$ cat src/rtl/board_hit_decode_pkg.sv
// Shared board constants and helpers: coordinate, button-pitch and index widths
// used by the minesweeper board renderer and the pointer hit decoder.
package board_hit_decode_pkg;

  localparam int MAX_BOARD_DIM = 16;
  localparam int IDX_W         = $clog2(MAX_BOARD_DIM);
  localparam int COORD_W       = 11;
  localparam int SIZE_W        = 7;
  localparam int DIM_W         = 5;

  typedef logic [COORD_W-1:0] coord_t;
  typedef logic [SIZE_W-1:0]  size_t;
  typedef logic [DIM_W-1:0]   dim_t;
  typedef logic [IDX_W-1:0]   idx_t;

  // A click left of/above the first button, or on a degenerate board, can never hit.
  function automatic logic origin_miss(input coord_t mouse_x, input coord_t mouse_y,
                                       input coord_t board_x, input coord_t board_y,
                                       input size_t size, input dim_t cols,
                                       input dim_t rows);
    return (mouse_x <= board_x) || (mouse_y < board_y) ||
           (size == '0) || (cols == '0) || (rows == '0);
  endfunction

endpackage

$ cat src/rtl/board_hit_decode.sv
// Turns a mouse click into a board (col,row) hit or a miss by repeated
// subtraction of the button pitch, one step per clock.
module board_hit_decode
  import board_hit_decode_pkg::*;
(
  input  logic               clk,
  input  logic               rst,
  input  logic [COORD_W-1:0] mouse_xpos,
  input  logic [COORD_W-1:0] mouse_ypos,
  input  logic               click_left,
  input  logic               click_right,
  input  logic [COORD_W-1:0] board_xpos,
  input  logic [COORD_W-1:0] board_ypos,
  input  logic [SIZE_W-1:0]  button_size,
  input  logic [DIM_W-1:0]   board_cols,
  input  logic [DIM_W-1:0]   board_rows,
  output logic               busy,
  output logic               hit_valid,
  output logic               miss_valid,
  output logic [IDX_W-1:0]   hit_col,
  output logic [IDX_W-1:0]   hit_row,
  output logic               hit_flag
);

  typedef enum logic [2:0] {IDLE, DIV_X, DIV_Y, DONE, MISS} state_t;

  state_t r_state, w_state_next;

  coord_t r_off_x, r_off_y;
  idx_t   r_col, r_row;
  size_t  r_size;
  dim_t   r_cols, r_rows;
  logic   r_flag, r_origin_miss;
  logic   r_busy, r_hit_valid, r_miss_valid, r_hit_flag;
  idx_t   r_hit_col, r_hit_row;

  logic   w_click, w_x_ge, w_y_ge, w_col_last, w_row_last;
  coord_t w_size_ext;

  assign w_click    = click_left | click_right;
  assign w_size_ext = {{(COORD_W-SIZE_W){1'b0}}, r_size};
  assign w_x_ge     = r_off_x >= w_size_ext;
  assign w_y_ge     = r_off_y >= w_size_ext;
  assign w_col_last = {1'b0, r_col} == (r_cols - dim_t'(1));
  assign w_row_last = {1'b0, r_row} == (r_rows - dim_t'(1));

  // NOTE: sequential state uses non-blocking (<=) so every register updates from pre-edge values.
  always_ff @(posedge clk) begin
    if (rst) r_state <= IDLE;
    else     r_state <= w_state_next;
  end

  always_comb begin
    // NOTE: default assigned first so no branch leaves w_state_next unassigned, which would infer a latch.
    w_state_next = r_state;
    unique case (r_state)
      IDLE:  if (w_click) w_state_next = DIV_X;
      DIV_X: begin
        if (r_origin_miss)   w_state_next = MISS;
        else if (w_x_ge)     w_state_next = w_col_last ? MISS : DIV_X;
        else                 w_state_next = DIV_Y;
      end
      DIV_Y: begin
        if (w_y_ge)          w_state_next = w_row_last ? MISS : DIV_Y;
        else                 w_state_next = DONE;
      end
      DONE, MISS:            w_state_next = IDLE;
      default:               w_state_next = IDLE;
    endcase
  end

  always_ff @(posedge clk) begin
    if (rst) begin
      r_off_x       <= '0;
      r_off_y       <= '0;
      r_col         <= '0;
      r_row         <= '0;
      r_size        <= '0;
      r_cols        <= '0;
      r_rows        <= '0;
      r_flag        <= 1'b0;
      r_origin_miss <= 1'b0;
      r_busy        <= 1'b0;
      r_hit_valid   <= 1'b0;
      r_miss_valid  <= 1'b0;
      r_hit_col     <= '0;
      r_hit_row     <= '0;
      r_hit_flag    <= 1'b0;
    end else begin
      r_busy       <= (w_state_next == DIV_X) || (w_state_next == DIV_Y);
      r_hit_valid  <= (w_state_next == DONE);
      r_miss_valid <= (w_state_next == MISS);

      unique case (r_state)
        IDLE: if (w_click) begin
          // x is offset by one: the renderer draws column 0 starting at board_xpos+1.
          r_off_x       <= mouse_xpos - board_xpos - coord_t'(1);
          r_off_y       <= mouse_ypos - board_ypos;
          r_col         <= '0;
          r_row         <= '0;
          r_size        <= button_size;
          r_cols        <= board_cols;
          r_rows        <= board_rows;
          r_flag        <= click_right;
          r_origin_miss <= origin_miss(mouse_xpos, mouse_ypos, board_xpos, board_ypos,
                                       button_size, board_cols, board_rows);
        end
        DIV_X: if (!r_origin_miss && w_x_ge && !w_col_last) begin
          r_off_x <= r_off_x - w_size_ext;
          r_col   <= r_col + idx_t'(1);
        end
        DIV_Y: if (w_y_ge && !w_row_last) begin
          r_off_y <= r_off_y - w_size_ext;
          r_row   <= r_row + idx_t'(1);
        end
        default: ;
      endcase

      if (w_state_next == DONE) begin
        r_hit_col  <= r_col;
        r_hit_row  <= r_row;
        r_hit_flag <= r_flag;
      end
    end
  end

  assign busy       = r_busy;
  assign hit_valid  = r_hit_valid;
  assign miss_valid = r_miss_valid;
  assign hit_col    = r_hit_col;
  assign hit_row    = r_hit_row;
  assign hit_flag   = r_hit_flag;

endmodule

$ cat config.mk
export PLATFORM = sky130hd
export DESIGN_NAME = board_hit_decode
export DESIGN_NICKNAME = d
export VERILOG_FILES = /design/src/rtl/board_hit_decode_pkg.sv /design/src/rtl/board_hit_decode.sv
export SDC_FILE = /design/constraint.sdc
export NUM_CORES = 1
export LEC_CHECK = 0
export ABC_AREA = 1
export BUFFER_PORTS_ARGS = -buffer_cell sky130_fd_sc_hd__buf_2
export CAP_MARGIN = 20
export CORE_MARGIN = 1.5
export CORE_UTILIZATION = 28
export DETAILED_ROUTE_END_ITERATION = 12
export PLACE_DENSITY = 0.52
export SKIP_LAST_GASP = 1
export SLEW_MARGIN = 10
export SYNTH_ARGS = -nofsm -noshare
export SYNTH_HDL_FRONTEND = slang
export SYNTH_SLANG_ARGS = --single-unit
$ cat constraint.sdc
create_clock -name clk -period 2.2 [get_ports clk]
set_clock_uncertainty 0.1 [all_clocks]
set_input_delay 0.44 -clock clk [delete_from_list [all_inputs] [get_ports clk]]
set_output_delay 0.44 -clock clk [all_outputs]
set_load 0.005 [all_outputs]
# Yosys cells after proc, flatten, opt, wreduce, memory -nomap -nowiden
# Index checks and enable logic that the tools add are counted.
# word_totals
ramBits	0
register_bits	64
mem_bits_ro	0
latch_bits	0
word_cells	79
n_memories	0
output_inout_bits	12
# op_classes
n_eq_ne	11
order_cmp	4
reduce_logical	20
n_bitwise	1
n_div	0
mux	18
addsub	9
mul	0
shift	0
# op_table
op	n
$mux W11	4
$pmux W11 S2	2
$ge A11 B7 Y1	2
$sub A11 B11 Y11	2
$sub A11 B7 Y11	2
$mux W3	6
$pmux W4 S2	2
$mux W4	3
$le A11 B11 Y1	1
$lt A11 B11 Y1	1
$sub A11 B1 Y11 const B	1
$eq A4 B5 Y1	2
$logic_not A5 Y1	2
$sub A5 B1 Y5 const B	2
$eq A3 B2 Y1 const B	3
$pmux W3 S3	1
$add A4 B1 Y4 const B	2
$logic_not A7 Y1	1
$eq A3 B1 Y1 const B	2
$ne A2 B2 Y1 const B	3
$reduce_and A3 Y1	2
$logic_or A1 B1 Y1	5
$reduce_bool A2 Y1	2
$eq A3 B3 Y1 const B	1
other kinds (5)	9

# Longest topological paths before layout
# depth
ltp_word	8
mapped_depth	15
ltp_nobuf	15

# Worst setup path after synthesis
# Ideal clock, no wire load.
# synth_timing
path_kind	input to register
startpoint	input mouse_ypos[0]
endpoint	register r_off_y[6]
cell_stages	11
n_path_buf	0
path_slack_ns	0.154
arrival_ns	1.835
setup_time_ns	0.111
cell_sequence	inv_1 ha_1 fa_1 o21ai_0 nand3_1 nand2_1 nand2_1 nand3_1 nand2_1 nor2_1 nor2_1
# synth_between
elab_chain_cells	3
# synth_rtl
element	line	text
from (decl)	board_hit_decode.sv:9	input logic [COORD_W-1:0] mouse_ypos,
$sub A11 B11 Y11	board_hit_decode.sv:98	r_off_y <= mouse_ypos - board_ypos;
$mux W11	board_hit_decode.sv:95	IDLE: if (w_click) begin
$pmux W11 S2	board_hit_decode.sv:94	unique case (r_state)
to (signal assigned)	board_hit_decode.sv:98	
to (signal assigned)	board_hit_decode.sv:113	r_off_y <= r_off_y - w_size_ext;
to (decl)	board_hit_decode.sv:29	coord_t r_off_x, r_off_y;
# No other way between the ends. The select of a mux whose other input is x is not followed.
# A chain may end at the register's enable or synchronous reset.

# Worst setup path in the final report
# layout_timing
startpoint	register r_off_x[0]
endpoint	register r_off_x[8]
# layout_between
elab_chain_cells	5
elab_cells_between_ends	8
# layout_rtl
element	line	text
from (decl)	board_hit_decode.sv:29	
from (signal assigned)	board_hit_decode.sv:97	r_off_x <= mouse_xpos - board_xpos - coord_t'(1);
from (signal assigned)	board_hit_decode.sv:109	r_off_x <= r_off_x - w_size_ext;
$ge A11 B7 Y1	board_hit_decode.sv:42	assign w_x_ge = r_off_x >= w_size_ext;
$logic_and A1 B1 Y1 (2 in a row)	board_hit_decode.sv:108	DIV_X: if (!r_origin_miss && w_x_ge && !w_col_last) begin
$ne A2 B2 Y1 (no line)	-	
$reduce_and A3 Y1 (no line)	-	
# Parallel ways exist; a longest one is shown, timed or not. The select of a mux whose other input is x is not followed.

==> impl_metrics.json <==
{
  "worst-path-max-fanout": 3,
  "rows": 50,
  "finalPower_w": 0.00822,
  "ios": 77,
  "wl_per_cell_um": 12.1,
  "drt_iter0_drc": 300,
  "p_sw_share_pct": 47.4,
  "grt_max_degree": 42,
  "die_w_um": 142,
  "globalplace.congestion": 0.869,
  "setup.worst_path.end_class": "flop",
  "synth_cell_types": 37,
  "cts_inserted_buffers": 9,
  "syn_nets": 1011,
  "grt_pass1_vias": 5273,
  "grt_pass1_wl_mm": 24.7,
  "maxCapViolations": 0,
  "final_cell_mix": "267 x nand2_1, 133 x nor2_1, 117 x inv_1",
  "hpwl_mm": 11.6,
  "layout-drive-gt1-share_pct": 15.6,
  "port_buffers": 76,
  "setup_violations": 0,
  "layout.nets": 1103,
  "postRouteAntennaNets": 0,
  "yosysWarnings": 0,
  "critPathArrivalTime_ns": 2.20,
  "min_path_type": "in2reg",
  "p_int_w": 0.00432,
  "max_freq_ghz": 0.482,
  "wirelength_mm": 14.9,
  "drc": 0,
  "max_stage_delay_ns": 0.47,
  "final_common_cell": "nand2_1",
  "switchingPower_w": 0.00390,
  "clockBufferDepth": 2,
  "dieArea_um2": 20100,
  "fillers": 2060,
  "track_usage_pct": 15.1,
  "synthToLayoutAreaGrowth_pct": 22.1,
  "root_buffer": "clkbuf_16",
  "crit_chain": "inv_1, ha_1, fa_1, o21bai_1, nand2_1, nand2_1, nand2_1, nand3_1, nand2_1, nor2_1, nor2_1",
  "ys_seq_area_share_pct": 23.8,
  "path_clk_slew_ns": 0.06,
  "vias_per_cell": 4.57,
  "timing.hold.ws_ns": 0.297,
  "cp_data_required_time_ns": 2.33,
  "insertedDiodeCount": 0,
  "power.density_nw_per_um2": 1250,
  "period_share_pct": 94.3,
  "crit_path_frequent_cell": "nand2_1",
  "ys_seq_elements": 64,
  "finalMaxSlewViolations": 0,
  "power.share.sequential_pct": 21.3,
  "num_vias": 5625,
  "cp_slowest_cell": "fa_1",
  "period_needed_ns": 2.07,
  "synth_cells": 901,
  "slew_headroom_pct": 71.7,
  "leakage_nw": 3.47,
  "comb_power_share_pct": 60.7,
  "cts_hold_buf": 0,
  "cts_tree": "done",
  "avgSynthCellArea_um2": 5.99,
  "core_um2": 18800,
  "startpoint_type": "flop",
  "pwr-share-clk_pct": 18.0,
  "antenna_found_initial": 0,
  "syn_area_um2": 5390,
  "ir_drop_mv": 0.462,
  "criticalPathCategory": "reg2reg",
  "start_util_pct": 28.7,
  "grt_overflow": 0,
  "finalHoldViolations": 0,
  "die_h_um": 142,
  "worstMarginPinSlew_ns": 0.425,
  "cts.htree.levels": 3,
  "status": "completed",
  "drtPass1Iterations": 5,
  "cts_sinks": 64,
  "clock_latency_ns": 0.33
}
[path summary, 6_finish.rpt]
path,startpoint,end,slack (ns),depth (start not counted)
hold reg to reg,r_flag$_SDFFE_PP0P_,r_flag$_SDFFE_PP0P_,0.36,2
hold / removal,click_right,r_flag$_SDFFE_PP0P_,0.30,3
setup / recovery,r_off_x[0]$_SDFFE_PP0P_,r_off_x[8]$_SDFFE_PP0P_,0.13,11
setup reg to reg,r_off_x[0]$_SDFFE_PP0P_,r_off_x[8]$_SDFFE_PP0P_,0.13,11
[what timing repair did]
action / CTS / global route
setup buffers: 0 / 4
endpoints found under the setup margin: 0 / 25
gates resized for setup: 0 / 18
[logic make-up (layout without fill, tap and decap cells)]
kind of cell / count (synthesis) / in the layout / share of synthesized area, %
simple gates: 534 / 534 / 42.6
buf+inv: 146 / 243 / 10.8
compound gates: 101 / 101 / 9.95
flops: 64 / 64 / 23.8
fa+ha+maj: 45 / 45 / 11.0
xor+xnor: 9 / 9 / 1.46
mux: 2 / 2 / 0.371
[per-layer routing]
| metal | GRT usage, % | share of wire, % |
|---|---|---|
| met1 | 19.4 | 48 |
| met2 | 26.1 | 47 |
| met3 | 1.82 | 3.2 |
| met4 | 5.10 | 1.6 |
| met5 | 0 | 0 |
[power groups by stage]
stage          clock [W]  sequential, W  combinational, W
2_1_floorplan          0        0.00169           0.00360
3_3_place_gp           0        0.00176           0.00470
3_5_place_dp           0        0.00175           0.00469
4_1_cts          0.00151        0.00173           0.00472
5_1_grt          0.00157        0.00179           0.00575
6_report         0.00148        0.00175           0.00499
[synthesized netlist by cell type (all sizes together)]
library cell	count	area (µm²)
o21ai	40	204
clkbuf	10	37.5
a21oi	52	264
xor2	6	52.6
nor3	3	15.0
o21bai	3	22.5
nand4	14	87.6
o21a	1	7.51
a21o	1	7.51
nand2	271	1030
xnor2	3	26.3
inv	126	475
and2	1	6.26
nor2	139	537
o22ai	1	6.26
dfxtp	64	1280
ha	41	513
buf	10	71.3
mux2i	2	20.0
nand3	90	498
o211ai	2	15.0
nand3b	16	120
o211a	1	10.0
fa	4	80.1
[worst max-delay path, delay by kind of cell, from the launching register on]
| family | cells | cell delay, ns |
|---|---|---|
| simple gates | 7 | 0.52 |
| flops | 1 | 0.31 |
| compound gates | 1 | 0.31 |
| fa+ha+maj | 2 | 0.69 |
| buf+inv | 1 | 0.05 |
[layout make-up]
type	instances	area [µm²]	share of cell area [%]
flip-flops and latches	64	1280	19.5
clock inverters	6	67.6	1.03
repair buffers	101	581	8.82
well taps	234	293	4.45
clock buffers	10	239	3.63
inverters	126	479	7.28
multi-input cells	691	3640	55.3
[sequential cells by signal, summed over array words and instances, names as in the netlist, 3 cells and up]
register / flops
hit_col: 4
r_off_y: 11
r_off_x: 11
r_col: 4
r_cols: 5
hit_row: 4
r_state: 3
r_rows: 5
r_size: 7
r_row: 4
[metrics by stage]
step / TNS (ns) / cell area [µm²] / util [%] / std cells / setup WS [ns]
2_1_floorplan: 0 / 5390 / - / 901 / 0.154
3_3_place_gp: -0.0346 / 6130 / 32.7 / 1212 / -0.0346
3_5_place_dp: -0.0389 / 6130 / 32.7 / 1212 / -0.0389
4_1_cts: 0 / 6440 / 34.3 / 1228 / 0.0916
5_1_grt: -0.0216 / 6580 / 35.1 / 1232 / -0.0216
6_report: 0 / 6580 / 35.1 / 1232 / 0.126
Power figures use the tool's default switching activity.
